[src/rtl/dp_line_framer_four_channels_if.sv]
`default_nettype none
// ============================================================================
//  Module   : dp_line_framer_four_channels_if
//  Purpose  : Packed-pixel stream into the four-lane line framer.
//             One 64-bit word carries 8 pixel bytes, 2 per lane.
//  Signals  : pixel_data  [63:0]  packed pixel word (producer -> framer)
//             pixel_valid         pixel_data is valid (producer -> framer)
//             pixel_ready         framer consumes pixel_data this cycle
//  Modports : master = pixel producer, slave = framer
//  Revision : 1.0  initial release
// ============================================================================
interface dp_line_framer_four_channels_if;
    logic [63:0] pixel_data;
    logic        pixel_valid;
    logic        pixel_ready;

    modport master (
        output pixel_data,
        output pixel_valid,
        input  pixel_ready
    );

    modport slave (
        input  pixel_data,
        input  pixel_valid,
        output pixel_ready
    );
endinterface
`default_nettype wire

[src/rtl/dp_line_framer_four_channels.sv]
`default_nettype none
// ============================================================================
//  Module   : dp_line_framer_four_channels
//  Purpose  : Per-line symbol framing for the four-lane test stream. Emits
//             BS, VB-ID, Mvid, Maud, BE and dummy blanking symbols and packs
//             pixel words into the active region of each line. Output goes
//             straight to the MSA inserter.
//  Ports    : clk          link-side symbol clock
//             rst          synchronous active-high reset
//             enable       video enable, sampled only at line 0 / cycle 0
//             interlaced   VB-ID bit 2
//             field_odd    VB-ID bit 1
//             M_value      [7:0] transmitted as Mvid
//             pix          pixel stream (slave modport)
//             underflow    sticky: ready offered while valid was low
//             out_data     {line_start, lane3, lane2, lane1, lane0}, each
//                          lane {data1[8:0], data0[8:0]}, bit 8 = K flag
//  Revision : 1.0  initial release
// ============================================================================
module dp_line_framer_four_channels #(
    parameter int H_TOTAL   = 396,
    parameter int H_BLANK   = 96,
    parameter int V_VISIBLE = 600,
    parameter int V_TOTAL   = 628
) (
    input  wire logic                           clk,
    input  wire logic                           rst,
    input  wire logic                           enable,
    input  wire logic                           interlaced,
    input  wire logic                           field_odd,
    input  wire logic [23:0]                    M_value,
    dp_line_framer_four_channels_if.slave       pix,
    output      logic                           underflow,
    output      logic [72:0]                    out_data
);

    localparam int HW = (H_TOTAL > 1) ? $clog2(H_TOTAL) : 1;
    localparam int VW = (V_TOTAL > 1) ? $clog2(V_TOTAL) : 1;

    localparam logic [HW-1:0] c_h_last  = HW'(H_TOTAL - 1);
    localparam logic [HW-1:0] c_h_blank = HW'(H_BLANK);
    localparam logic [HW-1:0] c_h_be    = HW'(H_BLANK - 1);
    localparam logic [VW-1:0] c_v_last  = VW'(V_TOTAL - 1);
    localparam logic [VW-1:0] c_v_vis   = VW'(V_VISIBLE);

    localparam logic [8:0] c_sym_bs    = 9'b110111100;   // K28.5
    localparam logic [8:0] c_sym_be    = 9'b111111011;   // K27.7
    localparam logic [8:0] c_sym_dummy = 9'b000000000;

    logic [HW-1:0] r_h;
    logic [VW-1:0] r_v;
    logic          r_video_en;
    logic          r_underflow;
    logic [72:0]   r_out_data;

    logic          w_at_origin;
    logic          w_video_en;
    logic          w_vb;
    logic [8:0]    w_vbid;
    logic [8:0]    w_mvid;
    logic [8:0]    w_maud;
    logic          w_ready;
    logic [8:0]    w_sym0;
    logic [8:0]    w_sym1;
    logic          w_line_start;
    logic          w_pix_sel;
    logic [72:0]   w_next_out;
    logic          w_unused;

    // Only the low byte of M_value is transmitted.
    assign w_unused = ^M_value[23:8];

    // At (0,0) the framing symbols of the first cycle must already reflect
    // the enable being loaded on that same edge, so the effective video
    // enable bypasses the register there.
    always_comb begin
        w_at_origin = (r_h == '0) && (r_v == '0);
        w_video_en  = w_at_origin ? enable : r_video_en;
        w_vb        = (r_v >= c_v_vis);
        w_vbid      = {1'b0, 4'b0000, ~w_video_en, interlaced, field_odd, w_vb};
        w_mvid      = {1'b0, M_value[7:0]};
        w_maud      = 9'h000;
        w_ready     = (r_h >= c_h_blank) && !w_vb && r_video_en;
    end

    // Symbol selection common to all four lanes.
    always_comb begin
        w_sym0       = c_sym_dummy;
        w_sym1       = c_sym_dummy;
        w_line_start = 1'b0;
        w_pix_sel    = 1'b0;
        if (r_h == HW'(0)) begin
            w_sym0       = c_sym_bs;
            w_sym1       = w_vbid;
            w_line_start = 1'b1;
        end else if (r_h == HW'(1)) begin
            w_sym0 = w_mvid;
            w_sym1 = w_maud;
        end else if (r_h == HW'(2)) begin
            w_sym0 = w_vbid;
            w_sym1 = w_mvid;
        end else if (r_h == HW'(3)) begin
            w_sym0 = w_maud;
            w_sym1 = c_sym_dummy;
        end else if (r_h == c_h_be) begin
            w_sym1 = (!w_vb && w_video_en) ? c_sym_be : c_sym_dummy;
        end else if (w_ready) begin
            // A ready cycle without valid data falls back to dummies.
            w_pix_sel = pix.pixel_valid;
        end
    end

    generate
        for (genvar L = 0; L < 4; L++) begin : g_lane
            assign w_next_out[18*L +: 18] = w_pix_sel
                ? {1'b0, pix.pixel_data[16*L+8 +: 8], 1'b0, pix.pixel_data[16*L +: 8]}
                : {w_sym1, w_sym0};
        end
    endgenerate

    assign w_next_out[72] = w_line_start;

    always_ff @(posedge clk) begin
        if (rst) begin
            r_h         <= '0;
            r_v         <= '0;
            r_video_en  <= 1'b0;
            r_underflow <= 1'b0;
            r_out_data  <= '0;
        end else begin
            if (r_h == c_h_last) begin
                r_h <= '0;
                r_v <= (r_v == c_v_last) ? '0 : r_v + 1'b1;
            end else begin
                r_h <= r_h + 1'b1;
            end
            if (w_at_origin) begin
                r_video_en <= enable;
            end
            if (w_ready && !pix.pixel_valid) begin
                r_underflow <= 1'b1;
            end
            r_out_data <= w_next_out;
        end
    end

    assign pix.pixel_ready = w_ready;
    assign underflow       = r_underflow;
    assign out_data        = r_out_data;

endmodule
`default_nettype wire

[src/flat_wrapper.sv]
// flat-port wrapper written by rule: the top's interface ports become plain ports
module dp_line_framer_four_channels_flat 
#(
    parameter int H_TOTAL   = 396,
    parameter int H_BLANK   = 96,
    parameter int V_VISIBLE = 600,
    parameter int V_TOTAL   = 628
)
  (clk, rst, enable, interlaced, field_odd, M_value, underflow, out_data, pix_pixel_data, pix_pixel_valid, pix_pixel_ready);
  dp_line_framer_four_channels_if pix_i ();
  input  wire logic clk;
  input  wire logic rst;
  input  wire logic enable;
  input  wire logic interlaced;
  input  wire logic field_odd;
  input  wire logic [23:0] M_value;
  output      logic underflow;
  output      logic [72:0] out_data;
  input wire logic [$bits(pix_i.pixel_data)-1:0] pix_pixel_data;
  input wire logic [$bits(pix_i.pixel_valid)-1:0] pix_pixel_valid;
  output wire logic [$bits(pix_i.pixel_ready)-1:0] pix_pixel_ready;
  assign pix_i.pixel_data = pix_pixel_data;
  assign pix_i.pixel_valid = pix_pixel_valid;
  assign pix_pixel_ready = pix_i.pixel_ready;
  dp_line_framer_four_channels #(.H_TOTAL(H_TOTAL), .H_BLANK(H_BLANK), .V_VISIBLE(V_VISIBLE), .V_TOTAL(V_TOTAL)) u_core (.clk(clk), .rst(rst), .enable(enable), .interlaced(interlaced), .field_odd(field_odd), .M_value(M_value), .pix(pix_i), .underflow(underflow), .out_data(out_data));
endmodule
[config.mk]
export PLATFORM = sky130hd
export DESIGN_NAME = dp_line_framer_four_channels_flat
export DESIGN_NICKNAME = d
export VERILOG_FILES = /design/src/rtl/dp_line_framer_four_channels_if.sv /design/src/rtl/dp_line_framer_four_channels.sv /design/src/flat_wrapper.sv
export SDC_FILE = /design/constraint.sdc
export NUM_CORES = 1
export LEC_CHECK = 0
export BUFFER_PORTS_ARGS = -buffer_cell sky130_fd_sc_hd__buf_4
export CAP_MARGIN = 10
export CORE_ASPECT_RATIO = 1.25
export CORE_MARGIN = 3
export CORE_UTILIZATION = 46
export CTS_CLUSTER_DIAMETER = 40
export DETAILED_ROUTE_END_ITERATION = 7
export HOLD_SLACK_MARGIN = 0.1
export PLACE_DENSITY = 0.82
export SLEW_MARGIN = 20
export SYNTH_ARGS = -nofsm -noshare
export SYNTH_HDL_FRONTEND = slang
export SYNTH_SLANG_ARGS = --single-unit
[constraint.sdc]
create_clock -name clk -period 2.15 [get_ports clk]
set_input_delay 0.43 -clock clk [delete_from_list [all_inputs] [get_ports clk]]
set_output_delay 0.43 -clock clk [all_outputs]
set_load 0.005 [all_outputs]
==> impl_results.html <==
<table>
<tr><th>Metric</th><th>Value</th></tr>
<tr><th colspan="2">Run status</th></tr>
<tr><td>Status</td><td>completed</td></tr>
<tr><th colspan="2">Clocking</th></tr>
<tr><td>CTS Root Cell</td><td>clkbuf_8</td></tr>
<tr><td>Number of buffers created by CTS</td><td>9</td></tr>
<tr><td>Source-to-sink clock delay at the later pin of the worst-skew pair</td><td>0.35 ns</td></tr>
<tr><td>Clock H-tree levels</td><td>3</td></tr>
<tr><td>Bufs on Longest Clock Path</td><td>2</td></tr>
<tr><td>Clock edge transition at the registers on the reported setup and hold paths</td><td>0.09 ns</td></tr>
<tr><td>CTS tree</td><td>done</td></tr>
<tr><td>Post-CTS Setup Repair Bufs</td><td>0</td></tr>
<tr><td>Sinks on Clock Net</td><td>88</td></tr>
<tr><th colspan="2">Synth</th></tr>
<tr><td>Ys async rst share</td><td>0%</td></tr>
<tr><td>Predominant post-synthesis flop cell</td><td>dfxtp_1</td></tr>
<tr><td>Commonest cells in the netlist</td><td>dfxtp_1 (88), nand2_1 (55), a21oi_1 (42)</td></tr>
<tr><td>Number of instances in the synthesized netlist</td><td>379</td></tr>
<tr><td>Synthesis-stage register bit count</td><td>88</td></tr>
<tr><td>Synth Warn #</td><td>0</td></tr>
<tr><td>Area share of the largest cell type after synthesis</td><td>51.41%</td></tr>
<tr><td>Synthesized area</td><td>3427 um^2</td></tr>
<tr><td>Number of enable flip-flop cells after synthesis</td><td>0</td></tr>
<tr><td>Register area share after synthesis</td><td>51.41%</td></tr>
<tr><td>Distinct cells, synth</td><td>44</td></tr>
<tr><td>Post-synthesis net count</td><td>479</td></tr>
<tr><td>Dominant cells by area after synthesis</td><td>dfxtp_1 (51%), a21oi_1 (6.1%), nand2_1 (6.0%), a21o_1 (4.8%), nor2_1 (3.7%)</td></tr>
<tr><td>Synthesized area per cell</td><td>9.042 um^2</td></tr>
<tr><td>Leading cell type by number of instances after synthesis</td><td>dfxtp_1</td></tr>
<tr><td>Dominant cell type by area after synthesis</td><td>dfxtp_1</td></tr>
<tr><th colspan="2">Worst setup path</th></tr>
<tr><td>Worst reg2reg path depth</td><td>5</td></tr>
<tr><td>Kind of launch point of the worst setup path</td><td>flop</td></tr>
<tr><td>Worst setup path class</td><td>reg -&gt; reg</td></tr>
<tr><td>Crit. End Element</td><td>flop</td></tr>
<tr><td>Cell chain of the critical path</td><td>or4_4 &gt; or4_1 &gt; a211oi_2 &gt; a21oi_1 &gt; nor2_1</td></tr>
<tr><td>Start of the worst register-to-register path</td><td>u_core.r_h[4]</td></tr>
<tr><td>Arrival time worst endpoint</td><td>2.37 ns</td></tr>
<tr><td>CP top delay family</td><td>simple AND/OR/NAND/NOR gates</td></tr>
<tr><td>Buffering stage count on the worst path with inverters included</td><td>0</td></tr>
<tr><td>Top fanout value on the critical path</td><td>5</td></tr>
<tr><td>Data required time at the worst endpoint</td><td>2.44 ns</td></tr>
<tr><td>Stage delay of the slowest cell on the critical path</td><td>0.57 ns</td></tr>
<tr><td>Endpoint of the most critical register-to-register path</td><td>u_core.out_data[19]</td></tr>
<tr><td>Max stage delay cell, worst path</td><td>or4_4</td></tr>
<tr><td>R2R Setup Slk</td><td>0.07 ns</td></tr>
<tr><th colspan="2">Detailed routing</th></tr>
<tr><td>DRC</td><td>0</td></tr>
<tr><td>Post-DR vias/cell</td><td>5.202</td></tr>
<tr><td>WL/cell</td><td>15.48 um</td></tr>
<tr><td>Drt initial violations</td><td>222</td></tr>
<tr><td>Total wire length</td><td>9.564 mm</td></tr>
<tr><td>Antenna viol nets, final</td><td>0</td></tr>
<tr><td>Pre-antenna DRT Iters</td><td>4</td></tr>
<tr><td>Total via count after detailed routing</td><td>3,215</td></tr>
<tr><th colspan="2">Floorplanning</th></tr>
<tr><td>Number of ports placed on the die boundary</td><td>169</td></tr>
<tr><td>Initial standard-cell utilization of the core</td><td>48.24%</td></tr>
<tr><td>Core Area</td><td>7104 um^2</td></tr>
<tr><td>Full die area</td><td>8528 um^2</td></tr>
<tr><td>Die Ht</td><td>102.5 um</td></tr>
<tr><td>Die X-Extent</td><td>83.20 um</td></tr>
<tr><td>Standard-cell row count</td><td>34</td></tr>
<tr><th colspan="2">Power</th></tr>
<tr><td>Pwr dens</td><td>699.4 nW/um^2</td></tr>
<tr><td>Peak supply drop</td><td>0.3791 mV</td></tr>
<tr><td>Sequential cell fraction of total power</td><td>51.3%</td></tr>
<tr><td>Share of power burned in the clock network</td><td>33.4%</td></tr>
<tr><td>Combinational share of power</td><td>15.3%</td></tr>
<tr><td>Post-layout total power</td><td>3421 uW</td></tr>
<tr><td>Leakage</td><td>0.002388 uW</td></tr>
<tr><td>Sw Pwr</td><td>860.5 uW</td></tr>
<tr><td>Net switching fraction of the power</td><td>25.16%</td></tr>
<tr><td>Internal portion of total power</td><td>2560 uW</td></tr>
<tr><th colspan="2">Place</th></tr>
<tr><td>Dpl cells</td><td>602</td></tr>
<tr><td>Gpl congestion</td><td>0.8568</td></tr>
<tr><td>Post-DP HPWL</td><td>7.261 mm</td></tr>
<tr><td>Count of port buffers added during placement</td><td>152</td></tr>
<tr><th colspan="2">Global route</th></tr>
<tr><td>Maximum number of pins on one net before global-route repair</td><td>41</td></tr>
<tr><td>Wire length of the first global-routing pass</td><td>14.72 mm</td></tr>
<tr><td>Combined global-route utilization of all metal layers</td><td>21.78%</td></tr>
<tr><td>Aggregate global routing overflow</td><td>0</td></tr>
<tr><td>Number of antenna violations at the first check in global routing</td><td>0</td></tr>
<tr><td>Number of global-route vias before repair</td><td>3,111</td></tr>
<tr><th colspan="2">Final layout</th></tr>
<tr><td>Net count of the finished layout</td><td>623</td></tr>
<tr><td>Count of placed standard cells in the final layout, fillers left out</td><td>618</td></tr>
<tr><td>Area added between synthesis and finish</td><td>42.72%</td></tr>
<tr><td>Inserted Diodes</td><td>0</td></tr>
<tr><td>Fill cells</td><td>576</td></tr>
<tr><td>Util after Layout</td><td>68.84%</td></tr>
<tr><td>Ratio of cells with drive above 1 in the final layout</td><td>37.12%</td></tr>
<tr><th colspan="2">Timing</th></tr>
<tr><td>Final clock period utilization by the worst path</td><td>96.73%</td></tr>
<tr><td>Worst relative slew slack</td><td>62.20%</td></tr>
<tr><td>Max Fclk</td><td>480.9 MHz</td></tr>
<tr><td>Tightest Pin Transition</td><td>0.5624 ns</td></tr>
<tr><td>Max Transition Viols Final</td><td>0</td></tr>
<tr><td>Min Hold Slack</td><td>0.2578 ns</td></tr>
<tr><td>Unrepaired setup endpoints after global routing</td><td>yes</td></tr>
<tr><td>Clock period minus final worst setup slack</td><td>2.080 ns</td></tr>
<tr><td>Final hold violations</td><td>0</td></tr>
<tr><td>Max Clock Skew</td><td>0.01278 ns</td></tr>
<tr><td>Total of endpoints with negative setup slack in the final report</td><td>0</td></tr>
<tr><th colspan="2">Hold path</th></tr>
<tr><td>Endpoint of the worst hold path</td><td>u_core.out_data[28]</td></tr>
<tr><td>Path category of the worst min-delay check</td><td>in -&gt; reg</td></tr>
<tr><td>Number of stages on the worst hold path</td><td>3</td></tr>
<tr><td>Source of the worst hold timing path</td><td>pix_pixel_data[25]</td></tr>
<tr><th colspan="2">Run</th></tr>
<tr><td>Max-cap violations</td><td>0</td></tr>
</table>
cell type report:
cell class | count | area, um^2 | share of cell area, %
flip-flops and latches | 88 | 1763 | 36.05
inverters | 12 | 45.04 | 0.9210
multi-input cells | 250 | 1540 | 31.49
clock buffers | 10 | 127.6 | 2.609
clock inverters | 6 | 73.82 | 1.509
repair buffers | 162 | 1229 | 25.12
well taps | 90 | 112.6 | 2.302
how the worst max path moves through the flow:
| stage | from | to | slack, ns | depth (start not counted) |
|---|---|---|---|---|
| 3_5_place_dp | u_core.r_h[0] | u_core.out_data[53] | 0.08 | 7 |
| 3_3_place_gp | u_core.r_h[4] | u_core.out_data[38] | 0.17 | 5 |
| 2_1_floorplan | u_core.r_h[5] | u_core.out_data[49] | 0.20 | 6 |
| 6_report | u_core.r_h[4] | u_core.out_data[19] | 0.07 | 5 |
| 4_1_cts | u_core.r_v[6] | pix_pixel_ready | 0.03 | 5 |
| 5_1_grt | u_core.r_h[4] | u_core.out_data[19] | -0.02 | 5 |
cell usage in the layout, fill, tap and decap left out, types with 5 or more instances in the layout:
| master | instances |
|---|---|
| buf_4 | 161 |
| dfxtp_1 | 87 |
| nand2_1 | 55 |
| a21oi_1 | 42 |
| nor2_1 | 32 |
| a21o_1 | 22 |
| inv_1 | 12 |
| nand4_1 | 11 |
| xor2_1 | 11 |
| clkbuf_8 | 9 |
| o21ai_0 | 8 |
| a31oi_1 | 7 |
| ha_1 | 6 |
| and3_1 | 5 |
| nand3_1 | 5 |
flip-flops by register name, indices dropped and copies added (netlist names):
| register | flops |
|---|---|
| u_core.underflow | 1 |
| u_core.out_data | 67 |
| u_core.r_v | 10 |
| u_core.r_video_en | 1 |
| u_core.r_h | 9 |
power groups by stage:
stage / logic (uW) / registers, uW / clock network [uW]
after CTS: 511 / 1760 / 1170
after detailed placement: 509 / 1790 / 0
after global placement: 495 / 1790 / 0
final: 522 / 1760 / 1140
after global routing: 570 / 1770 / 1230
after floorplan: 196 / 1800 / 0
logic make-up after synthesis:
| kind of cell | after synthesis | synth area share [%] |
|---|---|---|
| flip-flops | 88 | 51.41 |
| AO/OA/AOI/OAI | 94 | 17.96 |
| adder cells (fa/ha/maj) | 6 | 2.191 |
| XOR/XNOR | 15 | 3.833 |
| buffers and inverters | 41 | 5.294 |
| multiplexers | 1 | 0.2921 |
| AND/OR/NAND/NOR | 134 | 19.02 |
stage by stage:
stage | setup TNS [ns] | cell area [um^2] | setup WS (ns)
after floorplan | 0 | 3427 | 0.1973
after global placement | 0 | 4639 | 0.1664
after detailed placement | 0 | 4639 | 0.08456
after CTS | 0 | 4841 | 0.03375
after global routing | -0.02479 | 4891 | -0.02479
final | 0 | 4891 | 0.07040
metal layers:
layer | global-route usage, % | wire [um]
met5 | 0 | 0
met4 | 11.45 | 391
met1 | 22.58 | 3429
met2 | 40.74 | 5173
met3 | 5.596 | 570
tightest hold or removal path: stages:
cell and delay, ns:
buf_4 0.07, nand2_1 0.04, nand2_1 0.05
what timing repair did:
action                                  4_1_cts  5_1_grt
hold buffers                                  0        0
endpoints found under the setup margin        1       12
pin swaps                                     0        0
hold endpoints to repair                      0        0
resized for setup                             1        8
(Power assumes the default switching activity.)
